===== src/rtl/serial_adder_pkg.sv =====
// Shared definitions for the bit-serial adder: FSM state encoding and default width.
package serial_adder_pkg;

    localparam int DEFAULT_WIDTH = 8;

    typedef enum logic [1:0] {
        IDLE,
        RUN,
        DONE
    } state_e;

endpackage


===== src/rtl/serial_adder_cell.sv =====
// One-bit full adder built from two half adders and an OR gate; the per-bit
// datapath of the serial adder.
module half_adder (
    input  logic a,
    input  logic b,
    output logic sum,
    output logic carry
);
    assign sum   = a ^ b;
    assign carry = a & b;
endmodule

module full_adder_cell (
    input  logic a,
    input  logic b,
    input  logic cin,
    output logic sum,
    output logic carry
);
    logic partSum;
    logic carryAb;
    logic carryPc;

    half_adder u_ha0 (
        .a     (a),
        .b     (b),
        .sum   (partSum),
        .carry (carryAb)
    );

    half_adder u_ha1 (
        .a     (partSum),
        .b     (cin),
        .sum   (sum),
        .carry (carryPc)
    );

    assign carry = carryAb | carryPc;
endmodule


===== src/rtl/serial_adder.sv =====
// Bit-serial adder: adds a + b + cin one bit per clock, LSB first, and pulses
// done when sum/cout hold the complete result.
module serial_adder
    import serial_adder_pkg::*;
#(
    parameter int WIDTH = DEFAULT_WIDTH
) (
    input  logic             clk,
    input  logic             rst_n,
    input  logic             start,
    input  logic [WIDTH-1:0] a,
    input  logic [WIDTH-1:0] b,
    input  logic             cin,
    output logic             busy,
    output logic             done,
    output logic [WIDTH-1:0] sum,
    output logic             cout
);
    localparam int CW = $clog2(WIDTH + 1);

    state_e           state_q;
    logic [WIDTH-1:0] a_q;
    logic [WIDTH-1:0] b_q;
    logic [WIDTH-1:0] sum_q;
    logic [WIDTH-1:0] sum_d;
    logic [CW-1:0]    cnt_q;
    logic             carry_q;
    logic             cout_q;
    logic             busy_q;
    logic             done_q;
    logic             bitSum;
    logic             bitCarry;
    logic             lastBit;

    full_adder_cell u_fa (
        .a     (a_q[0]),
        .b     (b_q[0]),
        .cin   (carry_q),
        .sum   (bitSum),
        .carry (bitCarry)
    );

    // New result bit enters from the MSB so the sum is aligned after WIDTH shifts.
    always_comb begin
        sum_d            = sum_q >> 1;
        sum_d[WIDTH-1]   = bitSum;
    end

    assign lastBit = (cnt_q == CW'(WIDTH - 1));

    always_ff @(posedge clk or negedge rst_n) begin
        if (!rst_n) begin
            state_q <= IDLE;
            a_q     <= '0;
            b_q     <= '0;
            sum_q   <= '0;
            cnt_q   <= '0;
            carry_q <= 1'b0;
            cout_q  <= 1'b0;
            busy_q  <= 1'b0;
            done_q  <= 1'b0;
        end else begin
            done_q <= 1'b0;
            case (state_q)
                IDLE: begin
                    if (start) begin
                        a_q     <= a;
                        b_q     <= b;
                        carry_q <= cin;
                        cnt_q   <= '0;
                        busy_q  <= 1'b1;
                        state_q <= RUN;
                    end
                end
                RUN: begin
                    sum_q   <= sum_d;
                    a_q     <= a_q >> 1;
                    b_q     <= b_q >> 1;
                    carry_q <= bitCarry;
                    cnt_q   <= cnt_q + CW'(1);
                    if (lastBit) begin
                        cout_q  <= bitCarry;
                        busy_q  <= 1'b0;
                        done_q  <= 1'b1;
                        state_q <= DONE;
                    end
                end
                DONE: begin
                    state_q <= IDLE;
                end
                default: begin
                    state_q <= IDLE;
                end
            endcase
        end
    end

    assign busy = busy_q;
    assign done = done_q;
    assign sum  = sum_q;
    assign cout = cout_q;

endmodule


===== config.mk =====
export PLATFORM = sky130hd
export DESIGN_NAME = serial_adder
export DESIGN_NICKNAME = d
export VERILOG_FILES = /design/src/rtl/serial_adder_pkg.sv /design/src/rtl/serial_adder_cell.sv /design/src/rtl/serial_adder.sv
export SDC_FILE = /design/constraint.sdc
export NUM_CORES = 1
export LEC_CHECK = 0
export CORE_MARGIN = 1
export CORE_UTILIZATION = 50
export DETAILED_ROUTE_END_ITERATION = 16
export GPL_TIMING_DRIVEN = 0
export HOLD_SLACK_MARGIN = 0.02
export MAX_ROUTING_LAYER = met4
export PLACE_DENSITY = 0.88
export SETUP_SLACK_MARGIN = 0.15
export SLEW_MARGIN = 20
export SYNTH_ARGS = -nofsm -noshare
export SYNTH_HDL_FRONTEND = slang
export SYNTH_HIERARCHICAL = 1
export SYNTH_SLANG_ARGS = --single-unit

===== constraint.sdc =====
create_clock -name clk -period 1.8 [get_ports clk]
set_clock_uncertainty 0.2 [all_clocks]
set_input_delay 0.36 -clock clk [delete_from_list [all_inputs] [get_ports clk]]
set_output_delay 0.36 -clock clk [all_outputs]
set_load 0.02 [all_outputs]

==> flow_metrics.env, run 1 <==
export IMPL_antenna_found_initial=0
export IMPL_dr_first_iter_drc_count=36
export IMPL_ctsLongestPathBuffers=2
export IMPL_synth_top_area_share_pct=56.4
export IMPL_hold_class="reg2reg"
export IMPL_start_kind="register"
export IMPL_worst_hold_slack_ns=0.290
export IMPL_fp_row_count=19
export IMPL_synth_adder_area_share_pct=2.49
export IMPL_syn_to_final_growth_pct=29.2
export IMPL_boundaryPins=31
export IMPL_power_density_nw_per_um2=1810
export IMPL_critPathMaxFanout=2
export IMPL_final_cell_area_um2=1950
export IMPL_violations="DRC"
export IMPL_synth_edff_count=0
export IMPL_synthXorXnorAreaFrac_pct=0
export IMPL_clk_pin_slew_ns=0.09
export IMPL_avgSynthCellArea_um2=12.2
export IMPL_maxSlewViolCount=0
export IMPL_antenna_cells=0
export IMPL_avgViaCountPerCell=5.48
export IMPL_coreArea_um2=2810
export IMPL_setup_violations=0
export IMPL_vias=1079
export IMPL_drt_first_pass_iters=10
export IMPL_clock_root_buffer="clkbuf_4"
export IMPL_syn_nets=147
export IMPL_clock_latency_ns=0.33
export IMPL_ys_warn_count=6
export IMPL_grt_use_total_pct=20.7
export IMPL_rsz0062_at_grt="yes"
export IMPL_status="finished with violations"
export IMPL_synth_top_family_by_area="multiplexers"
export IMPL_grt_pass1_wl_mm=4.86
export IMPL_final_nets=188
export IMPL_drc=2
export IMPL_fmax_ghz=0.595
export IMPL_crit_chain="ha_1 > ha_2 > or2_1 > mux2_4"
export IMPL_overflow=0
export IMPL_dpl_cell_area_um2=1840
export IMPL_worst_pin_slew_ns=0.740
export IMPL_grt_pass1_vias=1046
export IMPL_arrival_ns=1.70
export IMPL_slowest_delay_ns=0.40
export IMPL_period_needed_ns=1.68
export IMPL_cp_top_family="adder cells"
export IMPL_synth_simple_gate_area_share_pct=8.79
export IMPL_required_ns=1.82
export IMPL_ys_types=28
export IMPL_finalHoldViolations=0
export IMPL_ant_nets=0
export IMPL_finalCritPeriodShare_pct=93.3
export IMPL_synth_area_leaders="dfrtp_1 56%, mux2i_1 10%, mux2_2 6.7%"
export IMPL_synthCells=124
export IMPL_ctsHtreeMaxLevel=2
export IMPL_grt_start_max_net_pins=35
export IMPL_synthMuxAreaShare_pct=17.7
export IMPL_drive_gt1_share_pct=19.9
export IMPL_die_area_um2=3240
export IMPL_numCtsBuffers=5
export IMPL_die_h_um=56.9
export IMPL_synth_compound_area_share_pct=10.4
export IMPL_hpwl_mm=1.99
export IMPL_crit_type="reg2reg"
export IMPL_slew_headroom_pct=50.6
export IMPL_syn_cell_area_um2=1510
export IMPL_layout_commonest_cell="dfrtp_1"
export IMPL_gp_congestion=0.752
export IMPL_cts_tree="done"
export IMPL_maxCapViolations=0
export IMPL_cp_slowest_cell="dfrtp_1"
export IMPL_synth_largest_area_cell="dfrtp_1"
export IMPL_async_flop_share_pct=100
export IMPL_io_buffers=30
export IMPL_vdd_drop_max_mv=1.16
export IMPL_worst_path_buf_inv=0
export IMPL_start_util_pct=53.8
export IMPL_p_leak_nw=0.937
export IMPL_ys_ff_latch=34
export IMPL_seq_area_frac_synth_pct=56.4
export IMPL_synthFlopType="dfrtp_1"
export IMPL_final_cell_mix="32 x dfrtp_1, 18 x clkdlybuf4s50_1, 16 x nand2_1"
export IMPL_cp_end_kind="register"
export IMPL_routed_wl_mm=2.94
export IMPL_cts_sink_count=34
export IMPL_die_w_um=56.9
export IMPL_wl_per_cell_um=14.9
kinds of logic (layout without fill, tap and decap cells):
| kind of cell | Yosys count | after routing |
|---|---|---|
| multiplexers | 25 | 25 |
| buffers and inverters | 10 | 52 |
| flip-flops | 34 | 34 |
| adder cells (fa/ha/maj) | 3 | 3 |
| AND/OR/NAND/NOR | 26 | 26 |
| AO/OA/AOI/OAI | 26 | 26 |
through the flow:
step | utilization, % | setup slack (ns) | total power, mW | setup TNS, ns | cells
2_1_floorplan | - | 0.178 | 2.52 | 0 | 124
3_3_place_gp | 65.9 | -0.431 | 2.98 | -17.89 | 185
3_5_place_dp | 65.7 | -0.297 | 3.08 | -4.30 | 185
4_1_cts | 68.0 | 0.152 | 3.45 | 0 | 194
5_1_grt | 69.5 | 0.0876 | 3.76 | 0 | 197
6_report | 69.5 | 0.121 | 3.52 | 0 | 197
final timing paths:
path                       startpoint          to  slack, ns  cells past startpoint
setup / recovery               a_q[0]        cout       0.12                      4
hold / removal                 b_q[1]      b_q[1]       0.29                      2
max in group asynchronous       rst_n  state_q[0]       0.47                      2
min in group asynchronous       rst_n    cnt_q[0]       0.42                      2
setup reg to reg               a_q[0]        cout       0.12                      4
hold reg to reg                b_q[1]      b_q[1]       0.29                      2
power by group:
| part | leakage [nW] | switching, mW | internal (mW) |
|---|---|---|---|
| logic | 0.481 | 0.839 | 0.893 |
| clock network | 0.0353 | 0.246 | 0.189 |
| registers | 0.421 | 0.238 | 1.12 |
cell type report:
type                            instances  area (um^2)
Sequential cell                        34          853
Clock inverter                          1         5.00
Buffer                                  6         52.6
Inverter                                4         15.0
Timing Repair Buffer                   34          325
Clock buffer                            7         55.1
Fill cell                             212          856
Multi-Input combinational cell         80          604
Tap cell                               31         38.8
metal layers:
metal / vias to the layer above / share of wire (%) / track usage [%]
li1: 524 / - / -
met4: 0 / 1.9 / 9.41
met5: - / 0 / -
met3: 7 / 3.2 / 4.08
met1: 527 / 44 / 24.6
met2: 21 / 51 / 34.3
worst min-delay path: stages, from the launching register on:
cell	delay, ns
dfrtp_1	0.35
nand2_1	0.05
o21ai_0	0.06
synth_stat cells, types with 2 or more instances:
| cell | n |
|---|---|
| buf_6 | 2 |
| a22o_1 | 3 |
| mux2i_1 | 15 |
| inv_1 | 4 |
| mux2_2 | 9 |
| clkbuf_1 | 3 |
| o21ai_1 | 8 |
| ha_1 | 3 |
| a21oi_1 | 2 |
| o21ai_0 | 8 |
| nand2_1 | 16 |
| dfrtp_1 | 34 |
| nor2_1 | 2 |
state kept, by name, indices dropped and copies added (netlist names):
register and cells:
done 1, cnt_q 4, state_q 2, b_q 8, a_q 8, sum 8, carry_q 1, busy 1
cout 1
what timing repair did:
item,4_1_cts,5_1_grt
buffers inserted,0,3
hold endpoints to repair,34,0
setup endpoints to repair,29,26
resized for setup,16,12
pin swaps,2,1
hold buffers,1,0
Note: power is estimated with default switching activity, not from simulation.
==> run 2, diff against run 1 <==
CORE_MARGIN = 2   (was 1)
CTS_BUF_LIST = sky130_fd_sc_hd__clkbuf_16   (was unset)
HOLD_SLACK_MARGIN = unset   (was 0.02)
==> run 2 against run 1 <==
The flow still finishes with violations (DRC); worst hold slack got worse by 0.0085 ns; first-iteration DRC count rose by 50%; clock power rose by 79%; largest power group unchanged; count of clock-buffer cells in the layout fell by 2; largest cell class unchanged; total power rose by 12%.
==> flow_metrics.env, run 2 (synthesized netlist as in run 1, its figures left out) <==
export IMPL_status="finished with violations"
export IMPL_ctsLongestPathBuffers=2
export IMPL_hold_class="reg2reg"
export IMPL_drive_gt1_share_pct=20.4
export IMPL_cp_end_kind="register"
export IMPL_r2r_slack_ns=0.13
export IMPL_drt_first_pass_iters=10
export IMPL_worst_pin_slew_ns=0.734
export IMPL_hpwl_mm=2.20
export IMPL_ant_nets=0
export IMPL_slowest_delay_ns=0.38
export IMPL_routed_wl_mm=3.27
export IMPL_wl_per_cell_um=16.5
export IMPL_period_needed_ns=1.67
export IMPL_grt_use_total_pct=22.1
export IMPL_cts_tree="done"
export IMPL_coreArea_um2=2810
export IMPL_p_leak_nw=0.990
export IMPL_fin_ws_ns=0.134
export IMPL_numCtsBuffers=5
export IMPL_start_kind="register"
export IMPL_n_fill_cell=199
export IMPL_fp_row_count=19
export IMPL_switching_share_pct=36.1
export IMPL_antenna_cells=0
export IMPL_vias=1102
export IMPL_dr_first_iter_drc_count=54
export IMPL_pwr_share_clk_pct=19.7
export IMPL_clk_pin_slew_ns=0.05
export IMPL_final_nets=191
export IMPL_violations="DRC"
export IMPL_required_ns=1.76
export IMPL_place_inst=185
export IMPL_power_density_nw_per_um2=1940
export IMPL_p_sw_mw=1.43
export IMPL_finalCritPeriodShare_pct=92.5
export IMPL_slew_headroom_pct=51.0
export IMPL_grt_pass1_vias=1083
export IMPL_ctsHtreeMaxLevel=2
export IMPL_setup_violations=0
export IMPL_cts_sink_count=34
export IMPL_clock_root_buffer="clkbuf_16"
export IMPL_finalHoldViolations=0
export IMPL_use_met1_pct=25.8
export IMPL_gr_max_usage_layer="met2"
export IMPL_avgViaCountPerCell=5.57
export IMPL_final_cell_area_um2=2030
export IMPL_gp_congestion=0.782
export IMPL_syn_to_final_growth_pct=34.8
export IMPL_worst_hold_slack_ns=0.282
export IMPL_maxSlewViolCount=0
export IMPL_arrival_ns=1.63
export IMPL_io_buffers=30
export IMPL_tns_ns=0
export IMPL_die_h_um=58.9
export IMPL_rsz0062_at_grt="yes"
export IMPL_combPwrFrac_pct=45.7
export IMPL_cp_slowest_cell="dfrtp_1"
export IMPL_dpl_cell_area_um2=1840
export IMPL_start_util_pct=53.8
export IMPL_grt_use_met2_pct=34.6
export IMPL_worst_path_buf_inv=0
export IMPL_antenna_found_initial=0
export IMPL_fmax_ghz=0.600
export IMPL_layout_commonest_cell="dfrtp_1"
export IMPL_cp_top_family="adder cells"
export IMPL_crit_chain="ha_1 > ha_2 > or2_1 > mux2_4"
export IMPL_internal_power_mw=2.53
export IMPL_vdd_drop_max_mv=1.21
export IMPL_drc=2
export IMPL_maxCapViolations=0
export IMPL_die_area_um2=3470
export IMPL_final_cells=198
export IMPL_critPathMaxFanout=2
export IMPL_place_ws_ns=-0.356
export IMPL_overflow=0
export IMPL_power_mw=3.95
export IMPL_seqPwrFrac_pct=34.6
export IMPL_use_met3_pct=6.59
export IMPL_clock_latency_ns=0.28
export IMPL_grt_start_max_net_pins=35
export IMPL_final_cell_mix="32 x dfrtp_1, 18 x clkdlybuf4s50_1, 16 x nand2_1"
export IMPL_grt_pass1_wl_mm=5.29
export IMPL_final_core_util_pct=72.5
export IMPL_crit_type="reg2reg"
export IMPL_die_w_um=58.9
export IMPL_boundaryPins=31
[run 2: metal layers]
layer	part of all wire (%)	routed length (um)
met5	0	0
met4	2.8	90
met1	42	1370
met3	4.1	133
met2	51	1680
[run 2: cell type report]
| cell class | count | area [um^2] | share of cell area [%] |
|---|---|---|---|
| Sequential cell | 34 | 853 | 41.9 |
| Multi-Input combinational cell | 80 | 604 | 29.7 |
| Timing Repair Buffer | 37 | 337 | 16.5 |
| Clock buffer | 5 | 125 | 6.15 |
| Buffer | 6 | 57.6 | 2.83 |
| Tap cell | 31 | 38.8 | 1.91 |
| Inverter | 4 | 15.0 | 0.738 |
| Clock inverter | 1 | 3.75 | 0.185 |
[run 2: worst reg2reg max path, delay by kind of cell (launching register included)]
kind | cells | cell delay (ns)
adder cells (fa/ha/maj) | 2 | 0.50
AND/OR/NAND/NOR | 1 | 0.22
multiplexers | 1 | 0.26
flip-flops | 1 | 0.38
[run 2: repair_timing]
action | 4_1_cts | 5_1_grt
pin swaps | 2 | 2
endpoints found under the setup margin | 28 | 14
setup buffers | 1 | 5
hold buffers | 1 | 0
gates cloned | 0 | 0
resized for setup | 17 | 6
hold endpoints to repair | 34 | 0
[run 2: final timing paths]
check	cells past startpoint	start	endpoint
worst max-delay path	4	a_q[0]	cout
worst min-delay path	2	b_q[4]	b_q[4]
worst max register to register	4	a_q[0]	cout
worst min register to register	2	b_q[4]	b_q[4]
max in group asynchronous	2	rst_n	state_q[0]
min in group asynchronous	2	rst_n	b_q[3]
[run 2: power by group through the flow]
stage	combinational [mW]	sequential, mW	clock, mW
after floorplan	1.06	1.46	0
after global placement	1.64	1.34	0
after detailed placement	1.73	1.37	0
after CTS	1.71	1.37	0.782
after global routing	1.96	1.41	0.825
final	1.81	1.37	0.778
